<file path="src/rtl/taglist_pkg.sv">
// ---------------------------------------------------------------------------
// taglist_pkg : end codes, FSM encoding and tag-entry field offsets
// Rev 1.0
// ---------------------------------------------------------------------------
`default_nettype none

package taglist_pkg;

  localparam logic [1:0] LE_CONT = 2'b00;
  localparam logic [1:0] LE_RSVD = 2'b01;
  localparam logic [1:0] LE_SEQ  = 2'b10;
  localparam logic [1:0] LE_ROM  = 2'b11;

  typedef logic [1:0] state_t;

  localparam state_t ST_IDLE  = 2'd0;
  localparam state_t ST_SCAN  = 2'd1;
  localparam state_t ST_WRITE = 2'd2;
  localparam state_t ST_DONE  = 2'd3;

  // Entry layout, LSB first: final, last, first, seqNum
  function automatic int last_lsb();
    return 1;
  endfunction

  function automatic int first_lsb(input int addr_w);
    return addr_w + 1;
  endfunction

  function automatic int seq_lsb(input int addr_w);
    return 2 * addr_w + 1;
  endfunction

  function automatic int entry_bits(input int addr_w, input int seq_w);
    return 2 * addr_w + seq_w + 1;
  endfunction

endpackage

`default_nettype wire

</file>
<file path="src/rtl/taglist_entry_pack.sv">
// ---------------------------------------------------------------------------
// taglist_entry_pack : packs {seqNum, first, last, final} into a zero-filled word
// Rev 1.0
// ---------------------------------------------------------------------------
`default_nettype none

module taglist_entry_pack
  import taglist_pkg::*;
#(
  parameter int ADDR_W = 10,
  parameter int SEQ_W  = 7,
  parameter int DATA_W = 32
) (
  input  logic [SEQ_W-1:0]  seq_i,
  input  logic [ADDR_W-1:0] first_i,
  input  logic [ADDR_W-1:0] last_i,
  input  logic              final_i,
  output logic [DATA_W-1:0] entry_o
);

  localparam int LAST_LSB  = last_lsb();
  localparam int FIRST_LSB = first_lsb(ADDR_W);
  localparam int SEQ_LSB   = seq_lsb(ADDR_W);

  always_comb begin
    entry_o                      = '0;
    entry_o[0]                   = final_i;
    entry_o[LAST_LSB  +: ADDR_W] = last_i;
    entry_o[FIRST_LSB +: ADDR_W] = first_i;
    entry_o[SEQ_LSB   +: SEQ_W]  = seq_i;
  end

endmodule

`default_nettype wire

</file>
<file path="src/rtl/taglist_gen_param.sv">
// ---------------------------------------------------------------------------
// taglist_gen_param : walks the pattern ROM and writes one tag entry per sequence
// Rev 1.0
// ---------------------------------------------------------------------------
`default_nettype none

module taglist_gen_param
  import taglist_pkg::*;
#(
  parameter int ADDR_W = 10,
  parameter int SEQ_W  = 7,
  parameter int DATA_W = 32
) (
  input  logic              clk_1KHz,
  input  logic              reset,
  input  logic              start,
  input  logic              scan_valid,
  input  logic [1:0]        lastEnd,
  input  logic              ram_ready,
  output logic [DATA_W-1:0] ramData,
  output logic [SEQ_W-1:0]  seqNum,
  output logic              w_e_RAM,
  output logic [ADDR_W-1:0] seqWire,
  output logic              busy,
  output logic              done,
  output logic [SEQ_W:0]    count,
  output logic              overflow,
  output logic              code_err
);

  state_t            state_q, state_d;
  logic [ADDR_W-1:0] addr_q, addr_d;
  logic [ADDR_W-1:0] first_q, first_d;
  logic [SEQ_W-1:0]  seq_q, seq_d;
  logic [DATA_W-1:0] data_q, data_d;
  logic [SEQ_W:0]    cnt_q, cnt_d;
  logic              we_q, we_d;
  logic              ovf_q, ovf_d;
  logic              cerr_q, cerr_d;
  logic              final_q, final_d;

  logic              addr_max;
  logic              seq_max;
  logic              pack_final;
  logic [DATA_W-1:0] packed_entry;

  assign addr_max   = (addr_q == {ADDR_W{1'b1}});
  assign seq_max    = (seq_q == {SEQ_W{1'b1}});
  // End-of-ROM, or a continuation at the last address that cannot advance
  assign pack_final = (lastEnd == LE_ROM) || (!lastEnd[1] && addr_max);

  taglist_entry_pack #(
    .ADDR_W (ADDR_W),
    .SEQ_W  (SEQ_W),
    .DATA_W (DATA_W)
  ) u_pack (
    .seq_i   (seq_q),
    .first_i (first_q),
    .last_i  (addr_q),
    .final_i (pack_final),
    .entry_o (packed_entry)
  );

  always_comb begin
    state_d = state_q;
    addr_d  = addr_q;
    first_d = first_q;
    seq_d   = seq_q;
    data_d  = data_q;
    cnt_d   = cnt_q;
    we_d    = we_q;
    ovf_d   = ovf_q;
    cerr_d  = cerr_q;
    final_d = final_q;

    case (state_q)
      ST_IDLE, ST_DONE: begin
        if (start) begin
          state_d = ST_SCAN;
          addr_d  = '0;
          first_d = '0;
          seq_d   = '0;
          cnt_d   = '0;
          ovf_d   = 1'b0;
          cerr_d  = 1'b0;
        end
      end
      ST_SCAN: begin
        if (scan_valid) begin
          case (lastEnd)
            LE_SEQ, LE_ROM: begin
              data_d  = packed_entry;
              we_d    = 1'b1;
              final_d = pack_final;
              state_d = ST_WRITE;
            end
            default: begin
              if (lastEnd == LE_RSVD) cerr_d = 1'b1;
              if (addr_max) begin
                ovf_d   = 1'b1;
                data_d  = packed_entry;
                we_d    = 1'b1;
                final_d = 1'b1;
                state_d = ST_WRITE;
              end else begin
                addr_d = addr_q + 1'b1;
              end
            end
          endcase
        end
      end
      ST_WRITE: begin
        if (ram_ready) begin
          we_d  = 1'b0;
          cnt_d = cnt_q + 1'b1;
          if (final_q) begin
            state_d = ST_DONE;
          end else if (seq_max) begin
            ovf_d   = 1'b1;
            state_d = ST_DONE;
          end else begin
            seq_d   = seq_q + 1'b1;
            addr_d  = addr_q + 1'b1;
            first_d = addr_q + 1'b1;
            state_d = ST_SCAN;
          end
        end
      end
      default: state_d = ST_IDLE;
    endcase
  end

  always_ff @(posedge clk_1KHz or negedge reset) begin
    if (!reset) begin
      state_q <= ST_IDLE;
      addr_q  <= '0;
      first_q <= '0;
      seq_q   <= '0;
      data_q  <= '0;
      cnt_q   <= '0;
      we_q    <= 1'b0;
      ovf_q   <= 1'b0;
      cerr_q  <= 1'b0;
      final_q <= 1'b0;
    end else begin
      state_q <= state_d;
      addr_q  <= addr_d;
      first_q <= first_d;
      seq_q   <= seq_d;
      data_q  <= data_d;
      cnt_q   <= cnt_d;
      we_q    <= we_d;
      ovf_q   <= ovf_d;
      cerr_q  <= cerr_d;
      final_q <= final_d;
    end
  end

  assign ramData  = data_q;
  assign seqNum   = seq_q;
  assign w_e_RAM  = we_q;
  assign seqWire  = addr_q;
  assign count    = cnt_q;
  assign overflow = ovf_q;
  assign code_err = cerr_q;
  assign busy     = (state_q == ST_SCAN) || (state_q == ST_WRITE);
  assign done     = (state_q == ST_DONE);

endmodule

`default_nettype wire

</file>
<file path="config.mk">
export PLATFORM = sky130hd
export DESIGN_NAME = taglist_gen_param
export DESIGN_NICKNAME = d
export VERILOG_FILES = /design/src/rtl/taglist_pkg.sv /design/src/rtl/taglist_entry_pack.sv /design/src/rtl/taglist_gen_param.sv
export SDC_FILE = /design/constraint.sdc
export NUM_CORES = 1
export LEC_CHECK = 0
export BUFFER_PORTS_ARGS = -buffer_cell sky130_fd_sc_hd__buf_2
export CELL_PAD_IN_SITES_DETAIL_PLACEMENT = 1
export CELL_PAD_IN_SITES_GLOBAL_PLACEMENT = 1
export CORE_MARGIN = 2
export CORE_UTILIZATION = 29
export CTS_CLUSTER_DIAMETER = 100
export DETAILED_ROUTE_END_ITERATION = 8
export PLACE_DENSITY = 0.61
export SKIP_CTS_REPAIR_TIMING = 1
export SLEW_MARGIN = 20
export SYNTH_ARGS = -nofsm -noshare
export SYNTH_HDL_FRONTEND = slang
export SYNTH_HIERARCHICAL = 1
export SYNTH_SLANG_ARGS = --single-unit
export TNS_END_PERCENT = 5
</file>
<file path="constraint.sdc">
create_clock -name clk_1KHz -period 2.6 [get_ports clk_1KHz]
set_input_delay 0.13 -clock clk_1KHz [delete_from_list [all_inputs] [get_ports clk_1KHz]]
set_output_delay 0.13 -clock clk_1KHz [all_outputs]
set_load 0.03 [all_outputs]
</file>
-- Word level (Yosys, flattened, before mapping)
Index checks and enable logic that the tools add are counted.
W data, S select, Z words.
- flip-flop bits (word level): 73
- logic and storage cells: 95
- $add $sub $neg: 3
- equality and inequality tests: 19
- multiplexer cells: 44
- reductions and logical operators: 19
- operators with widths (operator ; count):
    $mux W10 ; 7
    $mux W32 ; 2
    $pmux W10 S3 ; 1
    $mux W7 ; 4
    $ne A2 B2 Y1 const B ; 10
    $pmux W10 S2 ; 1
    $mux W8 ; 2
    $pmux W8 S2 ; 1
    $mux W1 ; 14
    $mux W2 ; 7
    $pmux W7 S2 ; 1
    $reduce_and A7 Y1 ; 2
    $add A10 B1 Y10 const B ; 1
    $eq A10 B10 Y1 const B ; 1
    $reduce_and A5 Y1 ; 2
    $add A8 B1 Y8 const B ; 1
    $eq A2 B2 Y1 const B ; 4
    $reduce_and A4 Y1 ; 2
    $reduce_bool A2 Y1 ; 4
    $add A7 B1 Y7 const B ; 1
    $eq A7 B7 Y1 const B ; 1
    $pmux W2 S3 ; 1
    $reduce_and A3 Y1 ; 2
    $eq A2 B1 Y1 const B ; 2
    other kinds (8) ; 11

-- Logic depth before layout (Yosys ltp)
- depth in word-level cells: 5
- mapped depth: 8
- gate-level depth less buffers: 6

-- Hierarchy
The synthesis kept the hierarchy.
- by module, submodules not included (module ; instances ; cells each ; area each (µm²)):
    taglist_gen_param ; 1 ; 320 ; 3604.7
    taglist_entry_pack ; 1 ; 33 ; 244.0

-- Least setup slack after synthesis
Ideal clock, no wire load.
- path kind: register to register
- from: register addr_q[0], in the netlist seqWire[0]
- to: register data_q[0], in the netlist ramData[0]
- library setup time: 125 ps
- arrival time: 2242 ps
- required time: 2475 ps
- setup slack: 233 ps
- stages on the path, launching flop included: 8
- path buffers: 2
- clock period less this slack: 2367 ps
- cells stage by stage: dfrtp_1 -> ha_1 -> and4_1 -> buf_6 -> a31oi_1 -> nor2_1 -> buf_2 -> mux2_2
- longest elaborated chain between the ends: 5
- elaborated cells on any way between the ends: 7
- those cells by class: 1 x eq/ne; 2 x mux; 4 x reduce/logical
- RTL lines (item ; RTL line ; source):
    from (decl) ; taglist_gen_param.sv:32 ; logic [ADDR_W-1:0] addr_q, addr_d;
    from (signal assigned) ; taglist_gen_param.sv:147 ; addr_q <= addr_d;
    $eq A10 B10 Y1 (*) ; taglist_gen_param.sv:47 ; assign addr_max = (addr_q == {ADDR_W{1'b1}});
    $logic_and A1 B1 Y1 ; taglist_gen_param.sv:50 ; assign pack_final = (lastEnd == LE_ROM) || (!lastEnd[1] && addr_max);
    $logic_or A1 B1 Y1 ; taglist_gen_param.sv:50 ;
    $mux W32 ; taglist_gen_param.sv:99 ; if (addr_max) begin
    $mux W32 ; taglist_gen_param.sv:90 ; case (lastEnd)
    to (signal assigned) ; taglist_gen_param.sv:150 ; data_q <= data_d;
    to (decl) ; taglist_gen_param.sv:35 ; logic [DATA_W-1:0] data_q, data_d;
Mark *: on every way between the ends. The rest lies on a longest branch, timed or not. The select of a mux whose other input is x is not followed.
A chain may end at the register's enable or synchronous reset.

-- Worst setup path in the final report
- from: register state_q[0]
- to: register state_q[1]
- longest elaborated chain between the ends: 4
- elaborated cells on any way between the ends: 11
- those cells by class: 7 x eq/ne; 1 x mux; 3 x reduce/logical
- RTL lines (item ; RTL line ; source):
    from (decl) ; taglist_gen_param.sv:31 ; state_t state_q, state_d;
    from (signal assigned) ; taglist_gen_param.sv:146 ; state_q <= state_d;
    $eq A2 B2 Y1 / $logic_not A2 Y1 (equally long branches) ; taglist_gen_param.sv:76 ; case (state_q)
    $reduce_or A2 Y1 ; taglist_gen_param.sv:76 ;
    $ne A2 B2 Y1 (no line) ; - ;
    $reduce_and A4 Y1 (no line) ; - ;
Several ways; a longest one is shown, not always the timed one.

==> impl_summary.md <==
GRT
The first global-routing pass estimated about 16000 um of wire. For this run, the total global-route usage over all layers was measured as between 10% and 20%. The total congestion overflow after global routing is 0. The initial antenna violation count is 0. The via count of the first global-routing pass is 3106.

The largest net degree at the start of global routing is 74.

Clock tree
The total number of H-tree levels is 3. The clock net sink count is between 70 and 80. Clock-pin slew was measured on the worst setup and hold paths at roughly 0.060 ns.

The CTS tree is built. The later pin in the worst-skew pair is clocked with a latency of 0.34 ns. The clock passes through at most 2 buffers. The cell at the root of the clock tree is clkbuf_16. The TritonCTS buffer count is 9.

STA
Setup repair after global routing left no endpoint under its margin. The final count of negative-setup-slack endpoints is 0. The final worst hold slack is -0.0616 ns. The summed negative setup slack over all endpoints is 0 ns. The time the final worst path needs with I/O delays and setup is around 2.3 ns. Derived from the worst setup path, the maximum achievable clock frequency is about 0.43 GHz. The clock tree skew after final layout is roughly 0.0078 ns. The number of max-slew violations in the final report is 0. The least setup slack across all paths after layout is between 0.2 and 0.3 ns. The final critical path takes up between 80% and 90% of the cycle. The hold violation count in the final report is between 70 and 80. In this run the tightest slew margin relative to its limit is between 30% and 40%. The slew at the pin closest to its max-slew limit is 0.948 ns.

Status
The flow ran to the end, but the final reports show violations. The checks that failed: negative hold slack.

Route
The final antenna-violating net count is 0. The remaining routing DRC violations is 0. After detailed routing, the average wire length per cell comes to 16.7 um. The pre-antenna-repair detailed-routing pass consisted of 4 iterations.

The first-iteration detailed-routing DRC count is 130. The average via count per standard cell is 5.02. Wires add up to approximately 9600 um. The routed layout has slightly below 3000 vias.

Place
The congestion estimate from routability-driven global placement came to 0.759. The number of port buffers is slightly below 70. The placed instances occupy a cell area of about 4200 um^2.

The worst slack at placement is ~0.31 ns. Detailed placement finished with a half-perimeter wire length of roughly 6800 um.

Synth
The share of flip-flops with an asynchronous set or reset is 100%. The count of distinct cell types in the synthesized netlist is 51. The area of the mapped netlist is just under 4000 um^2. After synthesis the netlist holds a flip-flop and latch count of 73.

The cell count after synthesis came out at about 350. The mean post-synth cell area is 10.9 um^2. Summing the sequential cell areas from Yosys gives between 40% and 50% of the chip area. During synthesis, Yosys emitted a total of 6 warnings.

The commonest register cell after synthesis is dfrtp_1. The number of enable-type register cells in the synthesized netlist is 0.

Finish
The final core area utilization is between 30% and 40%. The finished cells cover 4450 um^2. The library cells used most frequently in the layout, excluding fill and tap cells, are dfrtp_1 (73), buf_2 (67), mux2_2 (36).

Fill cells in the final layout number roughly 1500. The post-synthesis to final-layout area growth is 15.7%. The register area is 1830 um^2.

The number of antenna diodes in the final layout is 0. The final layout net count is slightly above 400. The post-route netlist has 34.9% of its cells at a drive strength greater than 1.

The multi-input combinational cells in the finished layout cover a total of between 1500 and 2000 um^2. The leading cell type in the layout, fill and taps excluded is dfrtp_1.

Floorplan
The die boundary height is 119 um. The floorplan step set the die width to ~120 um. The standard-cell row count is 42.

The boundary pin count is around 70. Once the floorplan was initialized, standard cells occupied between 20% and 30% of the core. The core region is 13100 um^2.

The floorplan step defined a die boundary enclosing 14200 um^2.

Hold path
The worst min-delay path class is primary input to asynchronous set/reset pin.

Critical path
The endpoint of the lowest-slack register-to-register path is state_q[1]$_DFFE_PN0P_. The worst reg2reg path startpoint is state_q[0]$_DFFE_PN0P_. In this run the worst path has a maximum fanout of 12. The depth of the worst register-to-register path is 7. STA classifies the critical path startpoint as a register.

The worst setup path is of the register to register kind. The worst-case register-to-register setup slack is ~0.28 ns. STA classifies the critical path endpoint as a register.

Data on the critical path is required at its endpoint by between 2 and 3 ns. The signal arrival time at the worst endpoint is between 2 and 3 ns.

Power and ir drop
In this run the power density over the cells is between 1000 and 1500 nW/um^2. In this run the static leakage power is 2.09 nW. The worst-case IR drop observed on VDD is around 0.37 mV.

Job
Max-cap violations in this run came to 0.
-- how the worst max path moves through the flow --
stage / startpoint / endpoint / slack, ns / depth (start not counted)
floorplan: seqWire[0]$_DFFE_PN0P_ / ramData[0]$_DFFE_PN0P_ / 0.23 / 7
global placement: seqWire[0]$_DFFE_PN0P_ / ramData[8]$_DFFE_PN0P_ / 0.39 / 6
detailed placement: state_q[0]$_DFFE_PN0P_ / state_q[1]$_DFFE_PN0P_ / 0.31 / 7
CTS: state_q[0]$_DFFE_PN0P_ / state_q[1]$_DFFE_PN0P_ / 0.28 / 7
global route: state_q[0]$_DFFE_PN0P_ / state_q[1]$_DFFE_PN0P_ / 0.11 / 7
finish: state_q[0]$_DFFE_PN0P_ / state_q[1]$_DFFE_PN0P_ / 0.28 / 7
-- stage by stage --
step / total power [mW] / instances
6_report: 4.65 / 577
5_1_grt: 4.97 / 577
4_1_cts: 4.71 / 577
3_5_place_dp: 3.50 / 561
3_3_place_gp: 3.45 / 561
2_1_floorplan: 2.91 / 356
-- flip-flops by register name, summed over array words and instances, names as in the netlist --
name,flops
ramData,32
seqWire,10
code_err,1
state_q,2
seqNum,7
w_e_RAM,1
overflow,1
first_q,10
count,8
final_q,1
-- per-layer routing --
| metal | part of all wire (%) | track usage (%) |
|---|---|---|
| met3 | 3.6 | 3.21 |
| met4 | 1.3 | 4.54 |
| met5 | 0 | 0 |
| met2 | 50 | 25.1 |
| met1 | 45 | 18.5 |
-- Yosys cell counts, drive strengths merged (4+ instances only) --
master | number | area (um^2)
buf | 43 | 333
o21ai | 15 | 75.1
nand2 | 15 | 56.3
nand3 | 14 | 70.1
xnor2 | 4 | 35.0
inv | 7 | 26.3
o2bb2ai | 13 | 114
a21oi | 13 | 65.1
nor2 | 14 | 52.6
mux2 | 36 | 405
clkbuf | 9 | 33.8
and2 | 4 | 25.0
dfrtp | 73 | 1830
nand4 | 8 | 50.1
or3 | 6 | 37.5
ha | 7 | 87.6
nor3 | 4 | 20.0
xor2 | 5 | 43.8
nand2b | 8 | 50.1
and3 | 4 | 25.0
o41ai | 7 | 61.3
nand3b | 4 | 30.0
-- logic make-up after synthesis --
group	synth area share, %
AND/OR/NAND/NOR	12.4
adder cells (fa/ha/maj)	2.28
multiplexers	11.1
XOR/XNOR	2.05
flip-flops	47.5
AO/OA/AOI/OAI	14.4
other	0.0974
buffers and inverters	10.3
-- power breakdown --
part           internal [mW]  total [mW]  leakage (nW)  switching, mW
Combinational          0.676        1.95         0.974           1.27
Sequential              1.34        1.52         0.987          0.175
Clock                  0.654        1.18         0.132          0.522
-- worst max-delay path: stages, from the launching register on --
cell	delay (ns)
dfrtp_1	0.41
inv_1	0.08
ha_1	0.35
buf_4	0.24
nand2b_1	0.14
nand2_1	0.13
or4b_2	0.66
a32oi_1	0.23
-- final cells by class --
cell class / count / share of cell area [%]
inverter: 8 / 0.674
clock inverter: 7 / 1.24
tap: 176 / 4.94
sequential: 73 / 41.0
multi-input combinational: 223 / 36.9
timing repair buffer: 81 / 10.2
clock buffer: 9 / 5.06
(Power assumes the default switching activity.)
